`src/rtl/gray_cnt_pkg.sv`:
```
// Shared types and helpers for the Gray-code counter slice.
// gray2bin is provided for consumers and benches; the RTL uses only the encoder.
package gray_cnt_pkg;

  localparam int unsigned DEF_WIDTH = 4;
  localparam int unsigned CNT_MAX   = 2**DEF_WIDTH - 1;

  typedef enum logic {
    DIR_DOWN = 1'b0,
    DIR_UP   = 1'b1
  } dir_e;

  function automatic logic [31:0] bin2gray(input logic [31:0] b);
    return b ^ (b >> 1);
  endfunction

  // Binary bit i is the XOR of all Gray bits at or above i.
  function automatic logic [31:0] gray2bin(input logic [31:0] g);
    logic [31:0] b;
    b = '0;
    for (int unsigned k = 0; k < 32; k++) begin
      b = b ^ (g >> k);
    end
    return b;
  endfunction

endpackage

```
`src/rtl/gray_code_counter_gray_enc.sv`:
```
// Combinational WIDTH-bit binary to Gray encoder.
module gray_enc #(
  parameter int unsigned WIDTH = 4
) (
  input  logic [WIDTH-1:0] bin_i,
  output logic [WIDTH-1:0] gray_o
);

  assign gray_o = bin_i ^ (bin_i >> 1);

endmodule

```
`src/rtl/gray_code_counter.sv`:
```
// Registered up/down counter with Gray and binary outputs over a valid/ready handshake.
// Define GRAY_CNT_SAT_EN to saturate at the range ends instead of wrapping.
module gray_code_counter
  import gray_cnt_pkg::*;
#(
  parameter int unsigned WIDTH   = 4,
  parameter int unsigned RST_VAL = 0
) (
  input  logic             clk,
  input  logic             rst_n,
  input  logic             en,
  input  logic             up,
  input  logic             ld,
  input  logic [WIDTH-1:0] ld_val,
  input  logic             out_ready,
  output logic             out_valid,
  output logic [WIDTH-1:0] gray_o,
  output logic [WIDTH-1:0] bin_o,
  output logic             tc,
  output logic             wrap
);

  localparam logic [WIDTH-1:0] RST_BIN  = WIDTH'(RST_VAL);
  localparam logic [WIDTH-1:0] RST_GRAY = RST_BIN ^ (RST_BIN >> 1);

  logic [WIDTH-1:0] bin_q, bin_d;
  logic [WIDTH-1:0] gray_q, gray_d;
  logic [WIDTH-1:0] step_val;
  logic             valid_q, valid_d;
  logic             tc_q, tc_d;
  logic             wrap_q, wrap_d;
  logic             slot_free;
  logic             at_end;
  dir_e             dir;

  assign dir       = dir_e'(up);
  assign slot_free = !valid_q || out_ready;
  assign at_end    = (dir == DIR_UP) ? (bin_q == '1) : (bin_q == '0);
  assign step_val  = (dir == DIR_UP) ? (bin_q + 1'b1) : (bin_q - 1'b1);

  always_comb begin
    bin_d   = bin_q;
    valid_d = valid_q;
    wrap_d  = 1'b0;
    if (ld) begin
      bin_d   = ld_val;
      valid_d = 1'b1;
    end else if (en && slot_free) begin
      valid_d = 1'b1;
`ifdef GRAY_CNT_SAT_EN
      if (!at_end) begin
        bin_d = step_val;
      end
`else
      bin_d  = step_val;
      wrap_d = at_end;
`endif
    end else if (out_ready) begin
      valid_d = 1'b0;
    end
    tc_d = (dir == DIR_UP) ? (bin_d == '1) : (bin_d == '0);
  end

  gray_enc #(.WIDTH(WIDTH)) u_gray_enc (
    .bin_i  (bin_d),
    .gray_o (gray_d)
  );

  always_ff @(posedge clk) begin
    if (!rst_n) begin
      bin_q   <= RST_BIN;
      gray_q  <= RST_GRAY;
      valid_q <= 1'b0;
      tc_q    <= 1'b0;
      wrap_q  <= 1'b0;
    end else begin
      bin_q   <= bin_d;
      gray_q  <= gray_d;
      valid_q <= valid_d;
      tc_q    <= tc_d;
      wrap_q  <= wrap_d;
    end
  end

  assign bin_o     = bin_q;
  assign gray_o    = gray_q;
  assign out_valid = valid_q;
  assign tc        = tc_q;
  assign wrap      = wrap_q;

endmodule
```
`config.mk`:
```
export PLATFORM = sky130hd
export DESIGN_NAME = gray_code_counter
export DESIGN_NICKNAME = d
export VERILOG_FILES = /design/src/rtl/gray_cnt_pkg.sv /design/src/rtl/gray_code_counter_gray_enc.sv /design/src/rtl/gray_code_counter.sv
export SDC_FILE = /design/constraint.sdc
export NUM_CORES = 1
export LEC_CHECK = 0
export BUFFER_PORTS_ARGS = -buffer_cell sky130_fd_sc_hd__buf_2
export CAP_MARGIN = 10
export CORE_MARGIN = 1
export CORE_UTILIZATION = 48
export CTS_CLUSTER_SIZE = 16
export DETAILED_ROUTE_END_ITERATION = 10
export PLACE_DENSITY = 0.76
export SLEW_MARGIN = 25
export SYNTH_ARGS = -nofsm -noshare
export SYNTH_HDL_FRONTEND = slang
export SYNTH_SLANG_ARGS = --single-unit
```
`constraint.sdc`:
```
create_clock -name clk -period 2.6 [get_ports clk]
set_input_delay 0.78 -clock clk [delete_from_list [all_inputs] [get_ports clk]]
set_output_delay 0.78 -clock clk [all_outputs]
set_load 0.01 [all_outputs]
```
==> metrics.txt <==
maximum operating frequency=440 MHz; result of the run=finished, final reports clean; buffer cell driving the clock tree root=clkbuf_4; Tcrit/Tclk final=87.4%; M1 GR Usage=between 20% and 30%; share of the synthesized area in the top cell type=30.8%; sort of element at the start of the critical path=input pin; # rows=12; count of final max-slew check failures=0; instance area after placement=752 µm²; commonest cells in the synthesized netlist=10 x dfxtp_1, 6 x and2_1, 5 x ha_1; setup repair after global routing missed its margin=no; worst setup margin=328 ps; worst hold margin=680 ps; critical path peak fanout=8; Synthesized Nets=84; number of remaining DRC errors=0; transition time of the tightest slew-check pin=~300 ps; height of the die=38.8 µm; sequential cell area fraction in the yosys report=roughly 30%; Cell Count, Final, Fillers Out=104; DIE AREA=0.00150 mm²; layout cell share with drive strength beyond 1=38.9%; worst supply voltage drop on vdd=around 0.0003 V; vias per std cell=around 5.5; detailed-routing iteration count for the pre-antenna-repair pass=4; number of flops mapped to enable cells by yosys=0; pin count of the biggest net entering global routing=12; hold buffer count at cts=0; Total Nets Final=107; worst min path class=flop to flop; Max Cap Violations=0; clock sink count=10; port bufs=20; routing layer with the top usage in global route=met2; clock transition time at the flip-flop clock pins of the worst setup and hold paths=70 ps; number of antenna violations at the first check in global routing=0; share of synthesized registers carrying an async set or reset=0%; worst reg2reg path depth=6; number of buffers inserted during clock tree synthesis=3; cell type with the largest total area after synthesis=dfxtp_1; Fin. Hold Viols=0; count of warnings emitted by yosys=0; Gate Count Post-Synth=68; arrival time reported for the critical path endpoint=2440 ps; Post-Layout Inst Area=788 µm²; crit path from=up; Global Route met3 Usage=between 8 and 9%; Overflow after GRT=0; number of top-level pins=21; placed instance count=100; cts repair resizes=0; cell area after synthesis=649 µm²; Worst Setup End Kind=flop; flip-flop and latch count after synthesis=10; number of distinct library cells after synthesis=36; final critical path time including I/O delays and setup=2270 ps; most used flip-flop cell after synthesis=dfxtp_1; GR Util All Layers=22.4%; Required @ worst endpoint=approximately 2800 ps; clock skew=2.81 ps; CTS tree=yes; number of vias in the routed layout=576; setup total negative slack=0 ps; DIE WIDTH=38.8 µm; Max transition margin=79.7%; average detailed-routed wire length per instance=~13 µm; Final Setup Violations=0; final estimated routing congestion in global placement=~0.87; Starting DRT DRC Count=16; drt total wl=1.30 mm; final HPWL from detailed placement=1.03 mm; layout overhead on the synthesized area=21.4%; worst setup slack after placement=around 48 ps; Max Buffers Root-to-Sink=2; global routing usage on met2=a little over a third; Mean Syn Cell Area=9.55 µm²; htree depth=1; Worst Path Class, Setup=input pin to flop; Post-CTS Setup Inserts=0; power density over the cells=554 mW/mm²; via count of the first global-routing pass=515; latest clock arrival within the worst-skew pair=270 ps; Ant. Diodes=0; hold_sp=bin_o[0]$_SDFF_PN0_; core outline area=0.00119 mm²; most instantiated library cell after synthesis=dfxtp_1; global-route wire length before repair=2.20 mm; leading post-synthesis cells by cell area=dfxtp_1 31%, ha_1 9.6%, and2_1 5.8%, o31ai_4 3.3%, fa_1 3.1%; initial standard-cell utilization of the core=54.7%; worst hold stages=2; count of antenna-violating nets left after detailed routing=0; Lkg Pwr=slightly below 0.0004 µW; worst reg2reg startpoint=bin_o[0]$_SDFF_PN0_
## registers in the layout, summed over array words and instances, names as in the netlist
register and flops:
wrap 1, bin_o 4, tc 1, gray_o 3, out_valid 1
## layout make-up
cell class | count | area, µm²
clock buffers | 4 | 36.3
fillers | 107 | 398
inverters | 5 | 18.8
multi-input cells | 50 | 408
flip-flops and latches | 10 | 200
well taps | 14 | 17.5
repair buffers | 21 | 108
## cells by family (layout without fill, tap and decap cells)
family                   count (synthesis)  in the layout  synth area share [%]
AO/OA/AOI/OAI                           11             11                  15.8
AND/OR/NAND/NOR                         29             29                  28.7
XOR/XNOR                                 3              3                  4.05
flip-flops                              10             10                  30.8
buffers and inverters                    8             30                  6.36
multiplexers                             1              1                  1.54
adder cells (fa/ha/maj)                  6              6                  12.7
## per-layer routing
metal,vias up,wire length (µm)
li1,282,-
met1,269,553
met2,23,640
met3,2,96
met4,0,12
met5,-,0
## where the power goes
group / internal (µW) / switching (µW) / leakage [µW]
registers: 168 / 12.6 / 0.0000828
logic: 53.2 / 62.3 / 0.000288
clock network: 85.1 / 55.7 / 0.0000210
## worst max-delay path, cell delays in order
cell and delay (ps):
buf_2 150, inv_1 100, fa_1 440, xor2_1 200, nor3_2 70, o31ai_4 260, ha_1 280, and2_1 160
## final timing paths
| check | endpoint | slack (ps) |
|---|---|---|
| setup / recovery | gray_o[2]$_SDFF_PN0_ | 330 |
| hold / removal | wrap$_SDFF_PP0_ | 680 |
| setup reg to reg | gray_o[2]$_SDFF_PN0_ | 730 |
| hold reg to reg | wrap$_SDFF_PP0_ | 680 |
## cell usage in the layout (no fill, tap or decap)
| master | netlist | final |
|---|---|---|
| nand3_2 | 1 | 1 |
| nor3b_1 | 1 | 1 |
| a31oi_1 | 2 | 2 |
| nor4b_1 | 1 | 1 |
| o41ai_2 | 1 | 1 |
| xor2_1 | 2 | 2 |
| nor4b_2 | 1 | 1 |
| and2_1 | 6 | 6 |
| buf_2 | 0 | 20 |
| inv_1 | 4 | 4 |
| nand3_1 | 3 | 3 |
| a31oi_2 | 1 | 1 |
| a22o_1 | 1 | 1 |
| o211ai_1 | 1 | 1 |
| nor2_1 | 3 | 3 |
| nand4_1 | 1 | 1 |
| a21oi_1 | 2 | 2 |
| nand2_1 | 4 | 4 |
| dfxtp_1 | 10 | 10 |
| xnor2_1 | 1 | 1 |
| nor3_2 | 1 | 1 |
| and2_2 | 1 | 1 |
| o21ai_0 | 1 | 1 |
| nand2b_1 | 1 | 1 |
| nor2b_1 | 1 | 1 |
| fa_1 | 1 | 1 |
| and2b_1 | 1 | 1 |
| inv_2 | 1 | 1 |
| o31a_1 | 1 | 1 |
| o31ai_4 | 1 | 1 |
| buf_4 | 1 | 1 |
| ha_1 | 5 | 5 |
| mux2i_1 | 1 | 1 |
| clkbuf_4 | 0 | 3 |
| clkbuf_8 | 0 | 1 |
| and3_2 | 2 | 2 |
| or4_1 | 1 | 1 |
## stage by stage
step	utilization, %	power [µW]
3_3_place_gp	63.4	296
4_1_cts	66.5	442
2_1_floorplan	-	260
5_1_grt	66.5	464
3_5_place_dp	63.4	299
6_report	66.5	436
Note: power is estimated with default switching activity, not from simulation.
